--- config.mk ---
export PLATFORM = sky130hd
export DESIGN_NAME = pipe_ctrl
export DESIGN_NICKNAME = d
export VERILOG_FILES = /design/src/rtl/pipe_pkg.sv /design/src/rtl/pipe_ctrl_timer.sv /design/src/rtl/pipe_ctrl.sv
export SDC_FILE = /design/constraint.sdc
export NUM_CORES = 1
export LEC_CHECK = 0
export CORE_MARGIN = 2
export CORE_UTILIZATION = 18
export CTS_CLUSTER_DIAMETER = 150
export DETAILED_ROUTE_END_ITERATION = 10
export PLACE_DENSITY = 0.77
export SETUP_SLACK_MARGIN = 0.5
export SKIP_CTS_REPAIR_TIMING = 1
export SLEW_MARGIN = 30
export SYNTH_ARGS = -nofsm -noshare
export SYNTH_HDL_FRONTEND = slang
export SYNTH_SLANG_ARGS = --single-unit
--- constraint.sdc ---
create_clock -name sys_clk -period 2.3 [get_ports sys_clk]
set_input_delay 0.575 -clock sys_clk [delete_from_list [all_inputs] [get_ports sys_clk]]
set_output_delay 0.575 -clock sys_clk [all_outputs]
set_load 0.02 [all_outputs]
--- src/rtl/pipe_pkg.sv ---
// Shared definitions for the pipeline control unit: stall-level encodings,
// the NOP instruction word loaded into flushed stages, and FSM states.
package pipe_pkg;

  // Stall level driven on flag_hold; each step freezes one more pipeline register.
  localparam logic [2:0] HOLD_NONE = 3'b000;
  localparam logic [2:0] HOLD_PC   = 3'b001;
  localparam logic [2:0] HOLD_IF   = 3'b010;
  localparam logic [2:0] HOLD_ID   = 3'b011;

  // addi x0, x0, 0
  localparam logic [31:0] NOP_INSN = 32'h0000_0013;

  typedef enum logic [1:0] {
    StIdle  = 2'd0,
    StFlush = 2'd1,
    StIrq   = 2'd2
  } state_e;

  // Larger of two stall levels; encodings are ordered by severity.
  function automatic logic [2:0] hold_max(input logic [2:0] a, input logic [2:0] b);
    return (a > b) ? a : b;
  endfunction

endpackage

--- src/rtl/pipe_ctrl_timer.sv ---
// Saturating bus-hold cycle counter with a sticky timeout flag.
// Only instantiated when PIPE_CTRL_TIMEOUT_EN is defined.
module pipe_ctrl_timer #(
  parameter int unsigned HOLD_TIMEOUT = 255
) (
  input  logic sys_clk,
  input  logic sys_arstn,
  input  logic i_hold_bus,
  output logic o_timeout
);

  localparam int unsigned CntW = $clog2(HOLD_TIMEOUT + 1);
  localparam logic [CntW-1:0] CntMax = CntW'(HOLD_TIMEOUT);

  logic [CntW-1:0] r_cnt;
  logic            r_timeout;

  // Count consecutive bus-hold cycles, clear on any gap, stop at the limit.
  always_ff @(posedge sys_clk or negedge sys_arstn) begin
    if (!sys_arstn) begin
      r_cnt <= '0;
    end else if (!i_hold_bus) begin
      r_cnt <= '0;
    end else if (r_cnt != CntMax) begin
      r_cnt <= r_cnt + CntW'(1);
    end
  end

  // Flag rises the cycle after the count hits the limit and holds until reset.
  always_ff @(posedge sys_clk or negedge sys_arstn) begin
    if (!sys_arstn) begin
      r_timeout <= 1'b0;
    end else if (r_cnt == CntMax) begin
      r_timeout <= 1'b1;
    end
  end

  assign o_timeout = r_timeout;

endmodule

--- src/rtl/pipe_ctrl.sv ---
// Pipeline control unit: arbitrates jump/interrupt redirects against stall
// sources and drives flush, stall level and PC redirect for the 3-stage core.
// Optional bus-hold timeout is enabled by defining PIPE_CTRL_TIMEOUT_EN.
module pipe_ctrl
  import pipe_pkg::*;
#(
  parameter int unsigned FLUSH_CYCLES = 2,
  parameter int unsigned HOLD_TIMEOUT = 255
) (
  input  logic        sys_clk,
  input  logic        sys_arstn,
  input  logic        jump_req_i,
  input  logic [31:0] jump_addr_i,
  input  logic        hold_id_req_i,
  input  logic        hold_ex_req_i,
  input  logic        hold_bus_req_i,
  input  logic        irq_req_i,
  input  logic [31:0] irq_addr_i,
  output logic        irq_ack_o,
  output logic        jump_flag_o,
  output logic [31:0] jump_addr_o,
  output logic        flag_flush,
  output logic [2:0]  flag_hold,
  output logic        hold_timeout_o
);

  localparam int unsigned CntW = $clog2(FLUSH_CYCLES + 1);
  // Extension cycles after the redirect cycle itself. The interrupt path spends
  // one extra cycle in StIrq, so its FLUSH leg is one shorter.
  localparam logic [CntW-1:0] CntJump = CntW'(FLUSH_CYCLES - 1);
  localparam logic [CntW-1:0] CntIrq  = CntW'(FLUSH_CYCLES - 2);

  state_e          r_state, w_state_nxt;
  logic [CntW-1:0] r_cnt, w_cnt_nxt;

  logic        w_jump_acc;
  logic        w_irq_take;
  logic        w_flush;
  logic [2:0]  w_hold;
  logic [31:0] w_addr;
  logic        w_timeout;

  // Jump wins over interrupt; interrupt needs a quiet pipeline in IDLE.
  always_comb begin
    w_jump_acc = jump_req_i & ~hold_ex_req_i;
    w_irq_take = (r_state == StIdle) & irq_req_i & ~w_jump_acc &
                 ~hold_id_req_i & ~hold_ex_req_i & ~hold_bus_req_i;
    w_flush    = w_jump_acc | w_irq_take | (r_state != StIdle);
    w_addr     = '0;
    if (w_jump_acc) begin
      w_addr = jump_addr_i;
    end else if (w_irq_take) begin
      w_addr = irq_addr_i;
    end
  end

  // Stall level is the maximum of active sources; the load-use hold is moot
  // while the hazard instruction is being flushed.
  always_comb begin
    w_hold = HOLD_NONE;
    if (hold_id_req_i && !w_flush) begin
      w_hold = hold_max(w_hold, HOLD_IF);
    end
    if (hold_ex_req_i) begin
      w_hold = hold_max(w_hold, HOLD_ID);
    end
    if (hold_bus_req_i) begin
      w_hold = hold_max(w_hold, HOLD_ID);
    end
  end

  // Next-state and flush-extension counter.
  always_comb begin
    w_state_nxt = r_state;
    w_cnt_nxt   = r_cnt;
    if (w_jump_acc) begin
      if (FLUSH_CYCLES > 1) begin
        w_state_nxt = StFlush;
        w_cnt_nxt   = CntJump;
      end else begin
        w_state_nxt = StIdle;
        w_cnt_nxt   = '0;
      end
    end else begin
      case (r_state)
        StIdle: begin
          if (w_irq_take && (FLUSH_CYCLES > 1)) begin
            w_state_nxt = StIrq;
          end
        end
        StIrq: begin
          if (FLUSH_CYCLES > 2) begin
            w_state_nxt = StFlush;
            w_cnt_nxt   = CntIrq;
          end else begin
            w_state_nxt = StIdle;
            w_cnt_nxt   = '0;
          end
        end
        StFlush: begin
          if (r_cnt <= CntW'(1)) begin
            w_state_nxt = StIdle;
            w_cnt_nxt   = '0;
          end else begin
            w_cnt_nxt = r_cnt - CntW'(1);
          end
        end
        default: begin
          w_state_nxt = StIdle;
          w_cnt_nxt   = '0;
        end
      endcase
    end
  end

  // State register; reset drops any flush in progress.
  always_ff @(posedge sys_clk or negedge sys_arstn) begin
    if (!sys_arstn) begin
      r_state <= StIdle;
      r_cnt   <= '0;
    end else begin
      r_state <= w_state_nxt;
      r_cnt   <= w_cnt_nxt;
    end
  end

`ifdef PIPE_CTRL_TIMEOUT_EN
  pipe_ctrl_timer #(
    .HOLD_TIMEOUT (HOLD_TIMEOUT)
  ) u_timer (
    .sys_clk    (sys_clk),
    .sys_arstn  (sys_arstn),
    .i_hold_bus (hold_bus_req_i),
    .o_timeout  (w_timeout)
  );
`else
  logic w_unused_timeout;
  assign w_unused_timeout = (HOLD_TIMEOUT != 0);
  assign w_timeout        = 1'b0;
`endif

  // Combinational paths are gated so every output reads 0 during reset.
  assign jump_flag_o    = sys_arstn & (w_jump_acc | w_irq_take);
  assign jump_addr_o    = sys_arstn ? w_addr : 32'h0;
  assign irq_ack_o      = sys_arstn & w_irq_take;
  assign flag_flush     = sys_arstn & w_flush;
  assign flag_hold      = sys_arstn ? w_hold : HOLD_NONE;
  assign hold_timeout_o = sys_arstn & w_timeout;

endmodule
==> reports/results.txt, run 1 <==
Crit. End Element - output pin
Peak VDD IR - 0.000133 V
Synth cell types - 21
post-DR vias/cell - 4.70
area of the multi-input gates - 689 um^2
Seq/Total Area, Yosys - 0.169
layout cells sized above 1 - 0.519
Max Cap Viol - 0
worst skew pair latency - 240 ps
Final Slew Violations - 0
Final ANT Viol Nets - 0
sequential cell area - 100 um^2
WS Path Type - in -> out
Synth warnings - 0
clock sink total - 4
Yosys top cell by area - a22o_1
IO Pins - 110
CP peak stage delay - 550 ps
DRC Markers - 0
DRT iter0 DRCs - 20
synthesized-area fraction occupied by and/or/nand/nor cells - 0.148
met3 Use GR - 0.0525
initial antenna violation count - 0
Total Wirelength - 3.66 mm
CTS max path bufs - 2
wire per inst - 16.0 um
FF+latch count, synth - 4
net switching power - 146 uW
CTS tree - built
Area Overhead vs Synth - 273%
global-route wire length before repair - 4.95 mm
WP data required - 1730 ps
vias after detailed routing - 1076
Yosys top cell area share - 0.371
row count - 20
met2 usage - 0.353
dpl hpwl - 2.75 mm
largest net degree at the start of global routing - 35
Clock transition at path regs - 40 ps
die area - 0.00376 mm^2
Clock Power Share - 0.189
Fin. Hold Viols - 0
1st-pass router iterations - 4
Max Freq - 369 MHz
Worst Setup Start Kind - primary input
Seq pwr share - 0.159
multiplexer area fraction after synthesis - 0.0191
violated checks - negative setup slack
min Tclk post-route - 2710 ps
fillers - 237
compound-gate portion of the synthesized area - 0.542
Pwr Density - 219 mW/mm^2
grt peak-use layer - met2
Leak - 0.00105 uW
fin worst setup slack - -409 ps
fin crit share - 1.18
# placed instances - 220
Internal - 335 uW
largest family of logic cells by synthesized area - compound AO/OA/AOI/OAI gates
final cell count without fillers - 229
I/O Buffers - 107
post-route cell area - 0.00220 mm^2
ranking of synthesized cells by area - a22o_1, dfrtp_1, a22o_2
Post-Synthesis Cell Area - 591 um^2
grt total ovfl - 0
XOR/XNOR Fraction of Synth Area - 0
Crit Path Max Fanout - 5
cells after synthesis - 65
Cell Chain, Critical Path - buf_6 > or4b_4 > nor4b_4 > buf_6 > clkbuf_16 > a22o_1 > buf_6
final worst clock skew - 8.15 ps
slowest stage cell, crit path - or4b_4
Ant. Diodes - 0
M1 GR Usage - 0.169
Worst path most repeated cell - buf_6
Setup-failing EPs final - 34
Starting Density - 0.192
Total GRT Usage - 0.174
outcome - finished, violations left
dpl cell area - 0.00204 mm^2
Syn Area/Cell - 9.09 um^2
H-tree levels - 1
RePlAce Congestion - 0.758
Core Region - 0.00308 mm^2
Net count, final - 258
WP data arrival - 2130 ps
chip width - 61.3 um
Post-Place Setup Slack - -1230 ps
Synth Area in Adders - 0
worst hold path type - in -> async
Root Driver - clkbuf_4
Die Ht - 61.3 um
combinational share of power - 0.652
unrepaired setup endpoints after global routing - true
CTS buffer count - 3
switching part of the total - 0.304
vias in the first global route - 1161
==> critical path: cells and delay by family <==
kind | cells | cell delay (ps)
buffers and inverters | 4 | 570
AOI/OAI and AO/OA | 1 | 140
and+or+nand+nor | 2 | 840
==> metal layers <==
layer | vias up | part of all wire
met5 | - | 0
met4 | 0 | 0.0049
met3 | 3 | 0.12
met2 | 69 | 0.54
met1 | 493 | 0.34
li1 | 511 | -
==> flip-flops by register name, summed over array words and instances, names as in the netlist <==
register  cells
r_cnt         2
r_state       2
==> through the flow <==
step	TNS, ps	power (uW)	utilization	hold WS (ps)
4_1_cts	-42200	473	0.669	551
3_5_place_dp	-41980	380	0.661	543
5_1_grt	-13870	506	0.715	292
3_3_place_gp	-40140	376	0.661	513
6_report	-12050	481	0.715	283
2_1_floorplan	-5190	180	-	279
==> cell usage after synthesis <==
| library cell | instances |
|---|---|
| dfrtp_1 | 4 |
| o21ai_0 | 3 |
| a41o_1 | 1 |
| nor4b_4 | 1 |
| nand2_1 | 1 |
| nor3_1 | 1 |
| and2b_1 | 1 |
| nand2b_1 | 1 |
| mux2_2 | 1 |
| nor2_1 | 4 |
| inv_1 | 2 |
| nor4_1 | 1 |
| or4b_4 | 1 |
| a22o_1 | 25 |
| or2_2 | 1 |
| buf_6 | 3 |
| a31oi_1 | 1 |
| clkbuf_1 | 3 |
| buf_4 | 2 |
| conb_1 | 1 |
| a22o_2 | 7 |
==> path summary, 6_finish.rpt <==
| path | start | end | slack (ps) | depth (start not counted) |
|---|---|---|---|---|
| max in group asynchronous | sys_arstn | r_cnt[0] | 1900 | 2 |
| max reg2reg | r_state[0] | r_cnt[0] | 1220 | 4 |
| min | sys_arstn | r_state[1] | 280 | 2 |
| min reg2reg | r_cnt[1] | r_cnt[1] | 550 | 2 |
| min in group sys_clk | r_cnt[1] | r_cnt[1] | 550 | 2 |
| max | hold_ex_req_i | jump_addr_o[1] | -410 | 7 |
==> power groups by stage <==
stage	sequential (uW)	combinational [uW]	clock (uW)
final	76.5	314	90.9
after global routing	76.7	331	98.3
after CTS	76.3	305	91.6
after detailed placement	77.2	303	0
after global placement	76.8	299	0
after floorplan	77.3	103	0
==> layout by cell type (no fill, tap or decap), types with 2 or more instances in the layout <==
cell type,instances
buf_4,8
conb_1,2
a22o_1,3
nor2_1,2
o21ai_0,3
dlymetal6s2s_1,3
buf_12,5
a22o_4,29
buf_6,38
nor2_4,2
dfrtp_1,4
clkbuf_4,3
clkbuf_2,3
clkdlybuf4s50_1,64
==> cell type report <==
| type | count | share of cell area |
|---|---|---|
| sequential | 4 | 0.0455 |
| tap | 44 | 0.0250 |
| clock buffer | 3 | 0.0102 |
| inverter | 2 | 0.00341 |
| timing repair buffer | 124 | 0.603 |
| multi-input combinational | 52 | 0.313 |
==> cell families after synthesis <==
family	after synthesis
buf+inv	10
flops	4
other cells	1
mux	1
compound gates	37
simple gates	12
Note: power is estimated with default switching activity, not from simulation.
==> inputs of run 2 (changes only) <==
- CTS_BUF_LIST: default -> sky130_fd_sc_hd__clkbuf_16
==> run 2 against run 1 <==
Effect of this change: the run still ends with negative setup slack left; first-iteration DRC count grew 65%; critical path depth did not move; sequential share of layout area is 0.11 points lower; critical path type unchanged; non-clock buffer count did not move.
==> reports/results.txt, run 2 (same netlist as run 1, synthesis figures left out) <==
outcome - finished, violations left
violated checks - negative setup slack
layout cells sized above 1 - 0.519
Pwr Density - 298 mW/mm^2
fin crit share - 1.19
Area Overhead vs Synth - 282%
WS Path Type - in -> out
CP peak stage delay - 560 ps
Reg2Reg Setup Slack - 1200 ps
Internal - 500 uW
I/O Buffers - 107
delay-heaviest family, CP - simple AND/OR/NAND/NOR gates
unrepaired setup endpoints after global routing - true
die area - 0.00376 mm^2
WP data required - 1730 ps
dpl hpwl - 2.75 mm
Clock transition at path regs - 30 ps
biggest regs - r_cnt (2), r_state (2)
dpl cell area - 0.00204 mm^2
Crit Path Max Fanout - 5
Total GRT Usage - 0.178
Worst Setup Start Kind - primary input
1st-pass router iterations - 3
switching part of the total - 0.257
R2R Path Start - r_state[0]
Ant. Diodes - 0
Starting Density - 0.192
FF-to-FF End - r_cnt[0]
row count - 20
WP data arrival - 2160 ps
fin worst setup slack - -438 ps
largest net degree at the start of global routing - 35
vias in the first global route - 1155
Setup-failing EPs final - 34
slowest stage cell, crit path - or4b_4
grt total ovfl - 0
CP Buf/Inv Count - 4
global-route wire length before repair - 4.99 mm
final worst clock skew - 6.33 ps
leading cell types in the layout, fill and taps excluded - clkdlybuf4s50_1, buf_6, a22o_4
Die Ht - 61.3 um
initial antenna violation count - 0
vias after detailed routing - 1074
Clock Power Share - 0.416
CTS buffer count - 3
fillers - 232
Worst path most repeated cell - buf_6
Fin. Hold Viols - 0
Max Cap Viol - 0
IO Pins - 110
final hold slack - 293 ps
Worst Reg-to-Reg Cells - 4
CTS max path bufs - 2
net switching power - 173 uW
H-tree levels - 1
Net count, final - 258
post-route cell area - 0.00225 mm^2
Root Driver - clkbuf_16
Seq pwr share - 0.115
Total Wirelength - 3.80 mm
clock sink total - 4
wire per inst - 16.6 um
CTS tree - built
Post-Place Setup Slack - -1230 ps
most common cell after layout, fill and taps aside - clkdlybuf4s50_1
DRT iter0 DRCs - 33
Core Util, Final - 0.732
Crit. End Element - output pin
Max Freq - 365 MHz
chip width - 61.3 um
DRC Markers - 0
Leak - 0.00107 uW
Cell Chain, Critical Path - buf_6 > or4b_4 > nor4b_4 > buf_6 > clkbuf_16 > a22o_1 > buf_6
Final ANT Viol Nets - 0
post-DR vias/cell - 4.69
min Tclk post-route - 2740 ps
worst skew pair latency - 230 ps
Final Slew Violations - 0
RePlAce Congestion - 0.758
Peak VDD IR - 0.000201 V
Core Region - 0.00308 mm^2
worst hold path type - in -> async
combinational share of power - 0.469
==> run 2: cell counts in the layout (fill, tap and decap cells not counted) <==
No cell type changed its count.
==> run 2: worst max path at each step <==
stage	startpoint	endpoint	slack [ps]	cells past startpoint
2_1_floorplan	hold_ex_req_i	jump_addr_o[22]	-190	4
3_3_place_gp	hold_ex_req_i	jump_addr_o[28]	-1160	6
3_5_place_dp	hold_ex_req_i	jump_addr_o[1]	-1230	6
4_1_cts	hold_ex_req_i	jump_addr_o[1]	-1230	6
5_1_grt	hold_ex_req_i	jump_addr_o[1]	-480	7
6_report	hold_ex_req_i	jump_addr_o[1]	-440	7
==> run 2: through the flow <==
step | TNS [ps] | total power, uW | std cells
3_3_place_gp | -40140 | 376 | 220
5_1_grt | -14340 | 699 | 229
3_5_place_dp | -41980 | 380 | 220
2_1_floorplan | -5190 | 180 | 66
4_1_cts | -42200 | 660 | 223
6_report | -13100 | 672 | 229
==> run 2: power by group through the flow <==
stage	sequential (uW)	combinational [uW]	clock (uW)
4_1_cts	77.1	305	278
5_1_grt	77.4	332	289
2_1_floorplan	77.3	103	0
3_5_place_dp	77.2	303	0
6_report	77.3	315	280
3_3_place_gp	76.8	299	0
==> run 2: area by class of cell <==
| type | instances | area, um^2 | share of cell area |
|---|---|---|---|
| clock buffers | 3 | 75.1 | 0.0333 |
| flip-flops and latches | 4 | 100 | 0.0444 |
| repair buffers | 124 | 1330 | 0.589 |
| multi-input cells | 52 | 689 | 0.306 |
| inverters | 2 | 7.51 | 0.00333 |
| well taps | 44 | 55.1 | 0.0244 |
==> run 2: metal layers <==
layer  global-route usage  routed length [um]  part of all wire
met5                    0                   0                 0
met1                0.172                1240              0.32
met3               0.0609                 423              0.11
met4               0.0373                  28            0.0074
met2                0.359                2110              0.56
==> inputs of run 3 (changes only) <==
- CORE_ASPECT_RATIO: default -> 1.5
==> run 3 against run 2 <==
Effect of this change: the run still ends with negative setup slack left; design area up 3.8%; clock skew down 3.0 ps; sequential power down 0.6%; flip-flop and latch count unchanged; setup slack better by 45 ps; clock-buffer cell count unchanged; via count up 3.7%; global-route usage up 1.4 points; worst hold slack better by 27 ps; sequential share of layout area down 0.16 points; non-clock buffer count up 5; largest cell class unchanged; highest routed layer unchanged.
==> reports/results.txt, run 3 (same netlist as run 1, synthesis figures left out) <==
outcome - finished, violations left
violated checks - negative setup slack
die area - 0.00376 mm^2
Starting Density - 0.187
Die Ht - 74.2 um
WP data required - 1730 ps
worst skew pair latency - 220 ps
final cell count without fillers - 230
fin crit share - 1.17
Root Driver - clkbuf_16
Max Freq - 371 MHz
DRT iter0 DRCs - 16
Peak VDD IR - 0.000254 V
Crit. End Element - output pin
I/O Buffers - 107
Setup-failing EPs final - 35
DRC Markers - 0
initial antenna violation count - 0
Clock transition at path regs - 30 ps
H-tree levels - 1
Total Wirelength - 3.91 mm
Worst Setup Start Kind - primary input
Area Overhead vs Synth - 296%
wire per inst - 17.0 um
largest net degree at the start of global routing - 15
CTS max path bufs - 2
biggest regs - r_cnt (2), r_state (2)
final worst clock skew - 3.37 ps
global-route wire length before repair - 5.52 mm
IO Pins - 110
Core Region - 0.00316 mm^2
fin worst setup slack - -393 ps
layout cells sized above 1 - 0.537
# placed instances - 221
worst hold path type - in -> async
Fin. Hold Viols - 0
Crit Path Max Fanout - 7
Total GRT Usage - 0.192
post-DR vias/cell - 4.84
grt total ovfl - 0
most common cell after layout, fill and taps aside - clkdlybuf4s50_1
unrepaired setup endpoints after global routing - true
row count - 25
CTS tree - built
CTS buffer count - 3
Fin Setup TNS - -12290 ps
Final ANT Viol Nets - 0
Leak - 0.00112 uW
Final Slew Violations - 0
min Tclk post-route - 2690 ps
Post-Place Setup Slack - -1150 ps
WS Path Type - in -> out
clock sink total - 4
Net count, final - 263
vias in the first global route - 1210
Pwr Density - 290 mW/mm^2
Ant. Diodes - 0
leading cell types in the layout, fill and taps excluded - clkdlybuf4s50_1, buf_6, a22o_4
WP data arrival - 2120 ps
dpl hpwl - 2.99 mm
vias after detailed routing - 1114
chip width - 50.8 um
Core Util, Final - 0.741
Max Cap Viol - 0
RePlAce Congestion - 0.718
1st-pass router iterations - 4
[run 3: worst paths after layout]
check	from	endpoint	slack [ps]	depth (start not counted)
setup / recovery	hold_bus_req_i	jump_addr_o[31]	-390	7
hold / removal	sys_arstn	r_state[1]	320	2
setup reg to reg	r_state[0]	r_cnt[0]	1270	4
hold reg to reg	r_state[0]	r_state[1]	550	2
max in group asynchronous	sys_arstn	r_cnt[0]	1870	2
min in group sys_clk	r_state[0]	r_state[1]	550	2
[run 3: through the flow]
| step | hold slack (ps) | total power (uW) | instance area [um^2] |
|---|---|---|---|
| 3_3_place_gp | 515 | 381 | 2070 |
| 2_1_floorplan | 279 | 180 | 842 |
| 4_1_cts | 553 | 658 | 2140 |
| 5_1_grt | 338 | 699 | 2340 |
| 6_report | 320 | 679 | 2340 |
| 3_5_place_dp | 543 | 386 | 2070 |
[run 3: power breakdown]
part	leakage, uW	total (uW)	internal [uW]	switching (uW)
combinational	0.00103	330	213	117
sequential	0.0000521	76.8	74.4	2.35
clock	0.0000370	272	222	50.0
total	0.00112	679	509	169
[run 3: final cells by class]
type                            count  area (um^2)
Tap cell                           40         50.0
Inverter                            2         7.51
Sequential cell                     4          100
Multi-Input combinational cell     52          694
Fill cell                         213          820
Timing Repair Buffer              129         1410
Clock buffer                        3         75.1
[run 3: critical path, stage by stage]
cell and delay (ps):
buf_6 90, or4b_4 550, nor4b_4 290, buf_6 200
buf_8 140, a22o_1 140, buf_6 120
[run 3: metal layers]
metal / track usage / up-vias / routed length [um]
met3: 0.0341 / 4 / 258
met1: 0.204 / 532 / 1310
met5: 0 / - / 0
met4: 0.0480 / 0 / 17
met2: 0.385 / 61 / 2330
li1: - / 517 / -
